--- src/rtl/coproc0_exc_seq_pkg.sv ---
// Shared constants for the CP0 exception sequencer.
//   - ExcCode values written to Cause.ExcCode
//   - exception vector address
//   - sequencer state encoding
//   - EPC restart-address helper
package coproc0_exc_seq_pkg;

  localparam logic [31:0] Vector = 32'h0000_0080;

  localparam logic [4:0] ExcInt  = 5'd0;
  localparam logic [4:0] ExcAdel = 5'd4;
  localparam logic [4:0] ExcAdes = 5'd5;
  localparam logic [4:0] ExcIbe  = 5'd6;
  localparam logic [4:0] ExcDbe  = 5'd7;
  localparam logic [4:0] ExcSys  = 5'd8;
  localparam logic [4:0] ExcBp   = 5'd9;
  localparam logic [4:0] ExcRi   = 5'd10;
  localparam logic [4:0] ExcOv   = 5'd12;

  typedef enum logic [1:0] {
    StIdle,
    StFlush,
    StRedirect
  } seq_state_e;

  // A fault in a delay slot restarts at the branch, one word earlier (wraps at 0).
  function automatic logic [31:0] restart_epc(input logic [31:0] pc, input logic bd);
    return bd ? (pc - 32'd4) : pc;
  endfunction

endpackage

--- src/rtl/coproc0_exc_prio.sv ---
// Combinational precise-exception priority select.
// Oldest instruction wins: mem > exu > ifu > interrupt.
// Inputs : per-stage request/code/pc/bd(/badva), interrupt lines and Status gating.
// Outputs: win_valid_o, win_code_o, win_pc_o, win_bd_o, win_badva_o, win_badva_vld_o.
module coproc0_exc_prio
  import coproc0_exc_seq_pkg::*;
(
  input  logic        ifu_exc_i,
  input  logic [4:0]  ifu_code_i,
  input  logic [31:0] ifu_pc_i,
  input  logic        ifu_bd_i,
  input  logic [31:0] ifu_badva_i,
  input  logic        exu_exc_i,
  input  logic [4:0]  exu_code_i,
  input  logic [31:0] exu_pc_i,
  input  logic        exu_bd_i,
  input  logic        mem_exc_i,
  input  logic [4:0]  mem_code_i,
  input  logic [31:0] mem_pc_i,
  input  logic        mem_bd_i,
  input  logic [31:0] mem_badva_i,
  input  logic [31:0] int_pc_i,
  input  logic        int_bd_i,
  input  logic [5:0]  hw_int_i,
  input  logic        sr_ie_i,
  input  logic        sr_exl_i,
  input  logic [5:0]  sr_im_i,
  output logic        win_valid_o,
  output logic [4:0]  win_code_o,
  output logic [31:0] win_pc_o,
  output logic        win_bd_o,
  output logic [31:0] win_badva_o,
  output logic        win_badva_vld_o
);

  logic int_req;

  // EXL masks interrupts only; synchronous exceptions are always taken.
  assign int_req = sr_ie_i & ~sr_exl_i & (|(hw_int_i & sr_im_i));

  always_comb begin
    win_valid_o     = 1'b0;
    win_code_o      = ExcInt;
    win_pc_o        = 32'd0;
    win_bd_o        = 1'b0;
    win_badva_o     = 32'd0;
    win_badva_vld_o = 1'b0;
    if (mem_exc_i) begin
      win_valid_o     = 1'b1;
      win_code_o      = mem_code_i;
      win_pc_o        = mem_pc_i;
      win_bd_o        = mem_bd_i;
      win_badva_o     = mem_badva_i;
      win_badva_vld_o = 1'b1;
    end else if (exu_exc_i) begin
      win_valid_o = 1'b1;
      win_code_o  = exu_code_i;
      win_pc_o    = exu_pc_i;
      win_bd_o    = exu_bd_i;
    end else if (ifu_exc_i) begin
      win_valid_o     = 1'b1;
      win_code_o      = ifu_code_i;
      win_pc_o        = ifu_pc_i;
      win_bd_o        = ifu_bd_i;
      win_badva_o     = ifu_badva_i;
      win_badva_vld_o = 1'b1;
    end else if (int_req) begin
      win_valid_o = 1'b1;
      win_code_o  = ExcInt;
      win_pc_o    = int_pc_i;
      win_bd_o    = int_bd_i;
    end
  end

endmodule

--- src/rtl/coproc0_exc_seq.sv ---
// CP0 exception entry sequencer.
// IDLE latches the highest-priority event, FLUSH (one cycle) kills the pipeline and
// strobes the EPC/Cause/BadVAddr/EXL writes, REDIRECT holds a PC redirect to the
// exception vector until fetch accepts it.
// Inputs : stage exception requests, interrupt lines, Status bits, redirect_ready_i.
// Outputs: flush_o, busy_o, CP0 write strobes/data, redirect_valid_o/redirect_pc_o.
// All outputs decode from the state register and latched event data.
module coproc0_exc_seq
  import coproc0_exc_seq_pkg::*;
(
  input  logic        clk_i,
  input  logic        rst_i,
  input  logic        ifu_exc_i,
  input  logic [4:0]  ifu_code_i,
  input  logic [31:0] ifu_pc_i,
  input  logic        ifu_bd_i,
  input  logic [31:0] ifu_badva_i,
  input  logic        exu_exc_i,
  input  logic [4:0]  exu_code_i,
  input  logic [31:0] exu_pc_i,
  input  logic        exu_bd_i,
  input  logic        mem_exc_i,
  input  logic [4:0]  mem_code_i,
  input  logic [31:0] mem_pc_i,
  input  logic        mem_bd_i,
  input  logic [31:0] mem_badva_i,
  input  logic [31:0] int_pc_i,
  input  logic        int_bd_i,
  input  logic [5:0]  hw_int_i,
  input  logic        sr_ie_i,
  input  logic        sr_exl_i,
  input  logic [5:0]  sr_im_i,
  input  logic        redirect_ready_i,
  output logic        flush_o,
  output logic        busy_o,
  output logic        epc_we_o,
  output logic [31:0] epc_o,
  output logic        cause_we_o,
  output logic [4:0]  cause_code_o,
  output logic        cause_bd_o,
  output logic        badva_we_o,
  output logic [31:0] badva_o,
  output logic        exl_set_o,
  output logic        redirect_valid_o,
  output logic [31:0] redirect_pc_o
);

  seq_state_e  state_q, state_d;
  logic [4:0]  code_q, code_d;
  logic [31:0] pc_q, pc_d;
  logic        bd_q, bd_d;
  logic [31:0] badva_q, badva_d;
  logic        badva_vld_q, badva_vld_d;

  logic        win_valid;
  logic [4:0]  win_code;
  logic [31:0] win_pc;
  logic        win_bd;
  logic [31:0] win_badva;
  logic        win_badva_vld;

  coproc0_exc_prio u_prio (
    .ifu_exc_i       (ifu_exc_i),
    .ifu_code_i      (ifu_code_i),
    .ifu_pc_i        (ifu_pc_i),
    .ifu_bd_i        (ifu_bd_i),
    .ifu_badva_i     (ifu_badva_i),
    .exu_exc_i       (exu_exc_i),
    .exu_code_i      (exu_code_i),
    .exu_pc_i        (exu_pc_i),
    .exu_bd_i        (exu_bd_i),
    .mem_exc_i       (mem_exc_i),
    .mem_code_i      (mem_code_i),
    .mem_pc_i        (mem_pc_i),
    .mem_bd_i        (mem_bd_i),
    .mem_badva_i     (mem_badva_i),
    .int_pc_i        (int_pc_i),
    .int_bd_i        (int_bd_i),
    .hw_int_i        (hw_int_i),
    .sr_ie_i         (sr_ie_i),
    .sr_exl_i        (sr_exl_i),
    .sr_im_i         (sr_im_i),
    .win_valid_o     (win_valid),
    .win_code_o      (win_code),
    .win_pc_o        (win_pc),
    .win_bd_o        (win_bd),
    .win_badva_o     (win_badva),
    .win_badva_vld_o (win_badva_vld)
  );

  // Next-state: requests are only looked at in IDLE; anything arriving later is
  // dropped by the stages on flush.
  always_comb begin
    state_d     = state_q;
    code_d      = code_q;
    pc_d        = pc_q;
    bd_d        = bd_q;
    badva_d     = badva_q;
    badva_vld_d = badva_vld_q;
    unique case (state_q)
      StIdle: begin
        if (win_valid) begin
          state_d     = StFlush;
          code_d      = win_code;
          pc_d        = win_pc;
          bd_d        = win_bd;
          badva_d     = win_badva;
          badva_vld_d = win_badva_vld;
        end
      end
      StFlush: state_d = StRedirect;
      StRedirect: begin
        if (redirect_ready_i) begin
          state_d = StIdle;
        end
      end
      default: state_d = StIdle;
    endcase
  end

  always_ff @(posedge clk_i or posedge rst_i) begin
    if (rst_i) begin
      state_q     <= StIdle;
      code_q      <= 5'd0;
      pc_q        <= 32'd0;
      bd_q        <= 1'b0;
      badva_q     <= 32'd0;
      badva_vld_q <= 1'b0;
    end else begin
      state_q     <= state_d;
      code_q      <= code_d;
      pc_q        <= pc_d;
      bd_q        <= bd_d;
      badva_q     <= badva_d;
      badva_vld_q <= badva_vld_d;
    end
  end

  // Data outputs are zeroed outside their strobe window so a reset mid-sequence
  // leaves every output at 0 immediately.
  always_comb begin
    flush_o          = 1'b0;
    busy_o           = 1'b0;
    epc_we_o         = 1'b0;
    epc_o            = 32'd0;
    cause_we_o       = 1'b0;
    cause_code_o     = 5'd0;
    cause_bd_o       = 1'b0;
    badva_we_o       = 1'b0;
    badva_o          = 32'd0;
    exl_set_o        = 1'b0;
    redirect_valid_o = 1'b0;
    redirect_pc_o    = 32'd0;
    unique case (state_q)
      StIdle: ;
      StFlush: begin
        busy_o       = 1'b1;
        flush_o      = 1'b1;
        epc_we_o     = 1'b1;
        epc_o        = restart_epc(pc_q, bd_q);
        cause_we_o   = 1'b1;
        cause_code_o = code_q;
        cause_bd_o   = bd_q;
        badva_we_o   = badva_vld_q;
        badva_o      = badva_vld_q ? badva_q : 32'd0;
        exl_set_o    = 1'b1;
      end
      StRedirect: begin
        busy_o           = 1'b1;
        redirect_valid_o = 1'b1;
        redirect_pc_o    = Vector;
      end
      default: ;
    endcase
  end

endmodule

--- config.mk ---
export PLATFORM = sky130hd
export DESIGN_NAME = coproc0_exc_seq
export DESIGN_NICKNAME = d
export VERILOG_FILES = /design/src/rtl/coproc0_exc_seq_pkg.sv /design/src/rtl/coproc0_exc_prio.sv /design/src/rtl/coproc0_exc_seq.sv
export SDC_FILE = /design/constraint.sdc
export NUM_CORES = 1
export LEC_CHECK = 0
export CORE_ASPECT_RATIO = 1.25
export CORE_MARGIN = 4
export CORE_UTILIZATION = 35
export CTS_BUF_LIST = sky130_fd_sc_hd__clkbuf_16
export DETAILED_ROUTE_END_ITERATION = 7
export PLACE_DENSITY = 0.76
export SYNTH_ARGS = -nofsm -noshare
export SYNTH_HDL_FRONTEND = slang
export SYNTH_SLANG_ARGS = --single-unit
export TNS_END_PERCENT = 10
--- constraint.sdc ---
create_clock -name clk_i -period 6.9 [get_ports clk_i]
set_input_delay 1.035 -clock clk_i [delete_from_list [all_inputs] [get_ports clk_i]]
set_output_delay 1.035 -clock clk_i [all_outputs]
set_load 0.1 [all_outputs]
Word level (Yosys, flattened, before mapping)
Cells that the tools add are included.
{"block": "word_totals", "regBits": 73, "input_bits": 231, "output_inout_bits": 109, "elab_cells": 55}
{"block": "op_classes", "add_sub_neg": 1, "n_eq_ne": 4, "mux": 35, "n_bitwise": 4, "reduce_logical": 5}
{"op": "32-bit 2-to-1 mux", "n": 11}
{"op": "32-bit by 3-bit subtractor with 32-bit output (second input constant)", "n": 1}
{"op": "5-bit 2-to-1 mux", "n": 4}
{"op": "1-bit 2-to-1 mux", "n": 16}
{"op": "8-bit 2-to-1 mux", "n": 1}
{"op": "6-bit bitwise AND", "n": 1}
{"op": "2-bit case mux with 3 select lines", "n": 1}
{"op": "6-bit OR reduction", "n": 1}
{"op": "2-bit 2-to-1 mux", "n": 2}
{"op": "2-bit AND reduction", "n": 2}
{"op": "1-bit bitwise AND", "n": 2}
{"op": "2-bit by 1-bit equality test with 1-bit output (second input constant)", "n": 1}
{"op": "2-bit equality test (second input constant)", "n": 1}
{"op": "2-bit zero test", "n": 1}
{"op": "2-bit by 1-bit inequality test with 1-bit output (second input constant)", "n": 1}
{"op": "2-bit inequality test (second input constant)", "n": 1}
{"op": "2-bit OR reduction", "n": 1}
{"op": "1-bit inverter", "n": 1}

Logic depth before layout (Yosys ltp)
Gate-level depths: netlist of the first run.
{"block": "depth", "word_depth": 9, "ltp_mapped": 7, "mapped_depth_nobuf": 6}

Cells and area by module
Synthesis of the first run repeated with hierarchy kept, for this count alone.
{"block": "hier_totals", "hier_cells": 667, "area_unflattened_um2": 5814.3}
{"mod": "coproc0_exc_seq", "n_inst": 1, "cells_per_inst": 380, "area_each_um2": 4157.7, "seq_area_each_um2": 1826.8}
{"mod": "coproc0_exc_prio", "n_inst": 1, "cells_per_inst": 287, "area_each_um2": 1656.6, "seq_area_each_um2": 0.0}

Worst setup path after synthesis of the first run
Ideal clock, no wire load.
{"block": "synth_timing", "kind": "register to output", "from": "register state_q[1]", "to": "output port epc_o[31]", "arrival_ns": 4.773, "t_required_ns": 5.865, "setup_slack_ns": 1.092, "path_stages_with_launch": 6, "path_buffers": 1, "path_cell_list": "dfrtp_1 -> inv_1 -> ha_1 -> clkbuf_1 -> nand2b_1 -> o41ai_1"}
{"block": "synth_between", "elab_chain_len": 2}
{"element": "start, declared", "line_no": "coproc0_exc_seq.sv:48", "text": "seq_state_e state_q, state_d;"}
{"element": "start signal, assigned", "line_no": "coproc0_exc_seq.sv:123", "text": "state_q <= StIdle;"}
{"element": "start signal, assigned", "line_no": "coproc0_exc_seq.sv:130", "text": "state_q <= state_d;"}
{"element": "2-bit by 1-bit equality test with 1-bit output", "line_no": "coproc0_exc_seq.sv:154", "text": "unique case (state_q)"}
{"element": "32-bit 2-to-1 mux", "line_no": "coproc0_exc_seq.sv:154"}
{"element": "end, declared", "line_no": "coproc0_exc_seq.sv:37", "text": "output logic [31:0] epc_o,"}
No other way between the ends.

Worst setup path after layout of the first run
{"block": "layout_timing", "from": "register pc_q[8]", "to": "output port epc_o[26]"}
{"block": "layout_between", "elab_chain_len": 3}
{"element": "start, declared", "line_no": "coproc0_exc_seq.sv:50", "text": "logic [31:0] pc_q, pc_d;"}
{"element": "start signal, assigned", "line_no": "coproc0_exc_seq.sv:132", "text": "pc_q <= pc_d;"}
{"element": "32-bit by 3-bit subtractor with 32-bit output", "line_no": "coproc0_exc_seq_pkg.sv:28", "text": "return bd ? (pc - 32'd4) : pc;"}
{"element": "32-bit 2-to-1 mux", "line_no": "coproc0_exc_seq_pkg.sv:28"}
{"element": "32-bit 2-to-1 mux", "line_no": "coproc0_exc_seq.sv:154"}
No other way between the ends.

==> flow_metrics.env, run 1 <==
export IMPL_syn_avg_cell_area_um2=8.28
export IMPL_start_util_pct=35.6
export IMPL_grt_remaining_overflow=0
export IMPL_h_tree_depth=3
export IMPL_io_buffers=308
export IMPL_start_kind="flip-flop"
export IMPL_clock_path_buffers=2
export IMPL_path_max_fanout=16
export IMPL_synth_common_cells="79 x o21ai_0, 77 x nand2_1, 73 x dfrtp_1"
export IMPL_vias=5962
export IMPL_numCtsBuffers=9
export IMPL_combPwrFrac_pct=65.6
export IMPL_drt_iter0_drc=293
export IMPL_synth_most_common_cell="o21ai_0"
export IMPL_antenna_found_initial=1
export IMPL_rows=51
export IMPL_drv_slew=0
export IMPL_ys_warn_count=0
export IMPL_synth_cell_types=44
export IMPL_setup_slack_ns=1.75
export IMPL_synth_edf_count=0
export IMPL_drive_gt1_share_pct=7.59
export IMPL_die_area_um2=17900
export IMPL_power_switching_w=0.00206
export IMPL_end_kind="primary output"
export IMPL_intPower_w=0.00162
export IMPL_worstPathRequired_ns=5.86
export IMPL_post_dp_hpwl_um=15700
export IMPL_ir_drop_v=0.000272
export IMPL_final_util_pct=57.0
export IMPL_setup_viol=0
export IMPL_root_buffer="clkbuf_16"
export IMPL_tns_ns=0
export IMPL_hold_viol=0
export IMPL_viasPerCell=5.19
export IMPL_worst_slew_pin_slew_ns=1.15
export IMPL_grt_max_degree=101
export IMPL_areaGrowthSynthToFinish_pct=60.0
export IMPL_worstSetupPathType="reg -> out"
export IMPL_yosysTopAreaCell="dfrtp_1"
export IMPL_grt_pass1_wl_um=31200
export IMPL_synthCells=670
export IMPL_drc_errors=0
export IMPL_rsz0062_at_grt="no"
export IMPL_ys_ff_latch=73
export IMPL_synth_top_area_share_pct=32.9
export IMPL_cap_violations=0
export IMPL_powerDensity_nw_per_um2=415
export IMPL_cts_resized=0
export IMPL_tritoncts="built"
export IMPL_ctsHoldBuffers=0
export IMPL_status="complete, no violations"
export IMPL_min_period_ns=5.15
export IMPL_pwr_share_seq_pct=21.9
export IMPL_drt_antenna_violating_nets=0
export IMPL_grt_usage_pct=22.2
export IMPL_hold_worst_slack_ns=0.495
export IMPL_post_route_period_util_pct=74.7
export IMPL_postCtsSetupBuffers=0
export IMPL_fillCellCount=1458
export IMPL_die_y_um=149
export IMPL_ys_seq_area_share_pct=32.9
export IMPL_place_ws_ns=2.14
export IMPL_skew_ns=0.00603
export IMPL_fmax_mhz=194
export IMPL_ys_top_cells_by_area="dfrtp_1 33%, mux2_2 7.5%, o21ai_0 7.1%, a221o_1 5.8%, o31ai_1 5.4%"
export IMPL_clk_pin_slew_ns=0.06
export IMPL_arrival_ns=4.12
export IMPL_routed_wl_um=21000
export IMPL_synth_ff_type="dfrtp_1"
export IMPL_grt_pass1_vias=5715
export IMPL_first_pass_iters=5
export IMPL_clock_latency_ns=0.33
export IMPL_hold_path_class="reg -> reg"
export IMPL_power_leakage_nw=3.52
export IMPL_totalPowerFinal_w=0.00369
export IMPL_nNetsFinal=1165
export IMPL_die_w_um=121
export IMPL_gp_congestion=0.838
export IMPL_p_clk_share_pct=12.4
export IMPL_relSlewSlack_pct=23.1
export IMPL_p_sw_share_pct=56.0
export IMPL_ys_async_sr_fraction_pct=100
export IMPL_post_drt_wl_per_cell_um=18.3
export IMPL_cts_sinks=73
export IMPL_netlist_area_um2=5550
export IMPL_core_um2=15600
export IMPL_ios=340
## layout make-up
type	instances	area (um^2)	share of cell area (%)
multi-input combinational	524	3340	37.7
timing repair buffer	314	3120	35.2
sequential	73	1830	20.6
tap	212	265	2.99
clock buffer	9	225	2.54
clock inverter	7	61.3	0.691
inverter	8	31.3	0.352
antenna	1	2.50	0.0282
## path summary, 6_finish.rpt
check	startpoint	end	slack, ns	depth (start not counted)
worst min-delay path	badva_q[14]$_DFFE_PP0P_	badva_q[14]$_DFFE_PP0P_	0.50	1
worst max-delay path	pc_q[8]$_DFFE_PP0P_	epc_o[26]	1.75	5
worst max register to register	state_q[1]$_DFFE_PP0P_	state_q[1]$_DFFE_PP0P_	4.41	4
min in group asynchronous	rst_i	badva_q[20]$_DFFE_PP0P_	1.33	3
max in group asynchronous	rst_i	pc_q[2]$_DFFE_PP0P_	4.92	3
worst min register to register	badva_q[14]$_DFFE_PP0P_	badva_q[14]$_DFFE_PP0P_	0.50	1
## kinds of logic (layout without fill, tap and decap cells)
group                    Yosys count  count (layout)  share of synthesized area, %
AO/OA/AOI/OAI                    211             211                          24.5
other                              1              32                        0.0676
multiplexers                      44              44                          8.78
adder cells (fa/ha/maj)            4               4                         0.902
XOR/XNOR                          12              12                          1.89
buffers and inverters            103             338                          9.56
flip-flops                        73              73                          32.9
AND/OR/NAND/NOR                  222             222                          21.4
## through the flow
stage                     area, um^2  instances
after floorplan                 5660        700
after global placement          8590       1131
after detailed placement        8590       1131
after CTS                       8870       1147
after global routing            8880       1148
final                           8880       1148
## placed cells by master (no fill, tap or decap), types with 2 or more instances in the layout
cell type and instances:
and2_1 11, a221o_1 32, or4_1 9, nand4_1 3, and3_1 32, nand3_1 2
or2_2 4, clkbuf_16 9, nor2b_1 35, xor2_1 6, a21oi_1 44, nand2_1 77
xnor2_1 6, nor3_1 3, clkdlybuf4s50_1 306, dfrtp_1 73, o31ai_1 40, mux2i_1 7
ha_1 3, buf_4 7, inv_1 7, nor4_1 10, a22oi_1 9, or3_1 4
clkinv_2 5, nand2b_1 9, mux2_2 37, nor2_1 15, conb_1 31, o21ai_0 78
nor4b_1 2
## sequential cells by signal, indices dropped and copies added (netlist names)
register,flops
state_q,2
pc_q,32
code_q,5
badva_vld_q,1
bd_q,1
badva_q,32
## power groups by stage
stage	Combinational [W]	Clock (W)	Sequential [W]
after floorplan	0.00189	0	0.000746
after global placement	0.00242	0	0.000801
final	0.00242	0.000458	0.000809
after detailed placement	0.00243	0	0.000814
after global routing	0.00253	0.000489	0.000841
after CTS	0.00244	0.000471	0.000806
## per-layer routing
layer  vias to the layer above  share of wire, %  track usage, %
met3                        24               6.9            4.36
met2                       240                52            39.9
met1                      2807                39            26.8
li1                       2891                 -               -
met5                         -                 0               0
met4                         0               1.7            6.92
## worst max-delay path, stage by stage (launching register included)
cell and delay (ns):
dfrtp_1 0.42, nor4_1 0.65, nand4_1 0.68, or4_1 0.69, a21oi_1 0.17, clkdlybuf4s50_1 1.17
Note: power is estimated with default switching activity, not from simulation.
==> run 2: changes to the inputs <==
==> constraint.sdc (replaced) <==
create_clock -name clk_i -period 5.2 [get_ports clk_i]
set_input_delay 0.78 -clock clk_i [delete_from_list [all_inputs] [get_ports clk_i]]
set_output_delay 0.78 -clock clk_i [all_outputs]
set_load 0.1 [all_outputs]
==> run 2 against run 1 <==
Register-to-register slack worse by 1.1 ns. Wire length grew 1.3%. Die area unchanged. Total power grew 36%. Sequential power rose by 33%. Core utilization rose by 0.28 points. Critical path depth unchanged. Via count up 0.44%. Flip-flop and latch count unchanged. Final cell count is essentially flat. Critical endpoint is now epc_o[31]. Largest cell class unchanged. Largest power group unchanged.
==> flow_metrics.env, run 2 (synthesis results as in run 1) <==
export IMPL_whs_endpoint="badva_q[5]$_DFFE_PP0P_"
export IMPL_vias=5988
export IMPL_areaGrowthSynthToFinish_pct=60.8
export IMPL_grt_usage_pct=22.8
export IMPL_max_stage_delay_ns=0.99
export IMPL_grt_max_degree=106
export IMPL_ff2ff_setup_slack_ns=3.33
export IMPL_grt_pass1_vias=5980
export IMPL_drive_gt1_share_pct=9.52
export IMPL_antenna_cells=0
export IMPL_grt_pass1_wl_um=32000
export IMPL_holdCritStartpoint="badva_q[5]$_DFFE_PP0P_"
export IMPL_path_max_fanout=7
export IMPL_drt_iter0_drc=357
export IMPL_worstPathRequired_ns=4.42
export IMPL_nNetsFinal=1166
export IMPL_first_pass_iters=4
export IMPL_h_tree_depth=3
export IMPL_clock_path_buffers=2
export IMPL_io_buffers=308
export IMPL_min_period_ns=4.32
export IMPL_ctsHoldBuffers=0
export IMPL_seq_area_um2=1830
export IMPL_power_leakage_nw=3.59
export IMPL_layout_common_cells="290 x clkdlybuf4s50_1, 78 x o21ai_0, 77 x nand2_1"
export IMPL_multi_input_area_um2=3350
export IMPL_ir_drop_v=0.000315
export IMPL_grt_remaining_overflow=0
export IMPL_hold_depth=1
export IMPL_pwr_share_seq_pct=21.6
export IMPL_relSlewSlack_pct=22.7
export IMPL_hold_viol=0
export IMPL_setup_viol=0
export IMPL_viasPerCell=5.22
export IMPL_cp_cell_sequence="nor4_1 > nand4_1 > o311ai_0 > o41ai_2 > clkdlybuf4s50_1"
export IMPL_timing_rr_end="badva_q[22]$_DFFE_PP0P_"
export IMPL_start_util_pct=35.6
export IMPL_die_w_um=121
export IMPL_clock_latency_ns=0.34
export IMPL_clk_pin_slew_ns=0.06
export IMPL_rsz0062_at_grt="no"
export IMPL_drv_slew=0
export IMPL_post_drt_wl_per_cell_um=18.6
export IMPL_place_ws_ns=1.29
export IMPL_powerDensity_nw_per_um2=561
export IMPL_post_dp_hpwl_um=16000
export IMPL_routed_wl_um=21300
export IMPL_cts_sinks=73
export IMPL_drt_antenna_violating_nets=0
export IMPL_gp_congestion=0.864
export IMPL_final_common_cell="clkdlybuf4s50_1"
export IMPL_reg_largest_list="badva_q: 32 flops, pc_q: 32 flops, code_q: 5 flops"
export IMPL_drc_errors=0
export IMPL_setup_slack_ns=0.875
export IMPL_cap_violations=0
export IMPL_skew_ns=0.00806
export IMPL_start_kind="flip-flop"
export IMPL_core_um2=15600
export IMPL_antenna_found_initial=0
export IMPL_end_kind="primary output"
export IMPL_status="complete, no violations"
export IMPL_worst_slew_pin_slew_ns=1.16
export IMPL_root_buffer="clkbuf_16"
export IMPL_combPwrFrac_pct=64.3
export IMPL_cts_resized=0
export IMPL_post_route_period_util_pct=83.2
export IMPL_fillCellCount=1424
export IMPL_die_y_um=149
export IMPL_arrival_ns=3.54
export IMPL_worstSetupPathType="reg -> out"
export IMPL_r2r_cells=5
export IMPL_worstReg2RegStart="state_q[0]$_DFFE_PP0P_"
export IMPL_postCtsSetupBuffers=0
export IMPL_die_area_um2=17900
export IMPL_power_switching_w=0.00276
export IMPL_ios=340
export IMPL_intPower_w=0.00225
export IMPL_p_sw_share_pct=55.1
export IMPL_fmax_mhz=231
export IMPL_numCtsBuffers=9
export IMPL_cpMaxStageDelayCell="clkdlybuf4s50_1"
export IMPL_rows=51
export IMPL_p_clk_share_pct=14.2
export IMPL_tns_ns=0
export IMPL_tritoncts="built"
export IMPL_hold_path_class="reg -> reg"
[run 2: cell types whose count changed in the layout (fill, tap and decap cells not counted), sizes merged]
cell / before / now
bufinv: 1 / 3
diode: 1 / 0
buf: 8 / 25
clkdlybuf4s50: 306 / 290
clkinv: 6 / 3
[run 2: worst max path at each step]
stage,cells after the start,start,end,slack [ns]
2_1_floorplan,6,pc_q[18]$_DFFE_PP0P_,epc_o[29],0.92
3_3_place_gp,5,pc_q[8]$_DFFE_PP0P_,epc_o[31],1.37
3_5_place_dp,5,pc_q[8]$_DFFE_PP0P_,epc_o[31],1.29
4_1_cts,5,pc_q[8]$_DFFE_PP0P_,epc_o[31],0.91
5_1_grt,5,pc_q[10]$_DFFE_PP0P_,epc_o[31],0.68
6_report,5,pc_q[8]$_DFFE_PP0P_,epc_o[31],0.88
[run 2: cell type report]
cell class                      count  area share (%)
Multi-Input combinational cell    524            37.6
Timing Repair Buffer              315            34.9
Clock inverter                      6            1.21
Sequential cell                    73            20.5
Clock buffer                        9            2.52
Inverter                            8           0.351
Tap cell                          212            2.97
[run 2: critical path: cells and delay by family (launching register included)]
family	cells	cell delay, ns
compound gates	2	0.66
buf+inv	1	0.99
flops	1	0.41
simple gates	2	1.14
[run 2: metrics by stage]
stage	area (um^2)	power [W]	hold slack, ns	std cells	utilization (%)
detailed placement	8590	0.00431	0.485	1132	55.2
global placement	8590	0.00428	0.479	1132	55.2
global route	8920	0.00525	0.506	1147	57.3
floorplan	5670	0.00350	0.469	700	-
CTS	8920	0.00503	0.498	1147	57.3
finish	8920	0.00500	0.495	1147	57.3
[run 2: power groups by stage]
stage / Clock, W / Sequential [W] / Combinational, W
after floorplan: 0 / 0.000990 / 0.00251
after global placement: 0 / 0.00107 / 0.00321
after detailed placement: 0 / 0.00108 / 0.00323
after CTS: 0.000720 / 0.00108 / 0.00323
after global routing: 0.000742 / 0.00112 / 0.00338
final: 0.000709 / 0.00108 / 0.00322
[run 2: metal layers]
| layer | vias up | wire length, um | global-route usage (%) |
|---|---|---|---|
| met4 | 0 | 661 | 8.84 |
| met1 | 2796 | 8260 | 26.8 |
| li1 | 2887 | - | - |
| met2 | 265 | 10800 | 40.5 |
| met3 | 40 | 1610 | 4.70 |
| met5 | - | 0 | 0 |
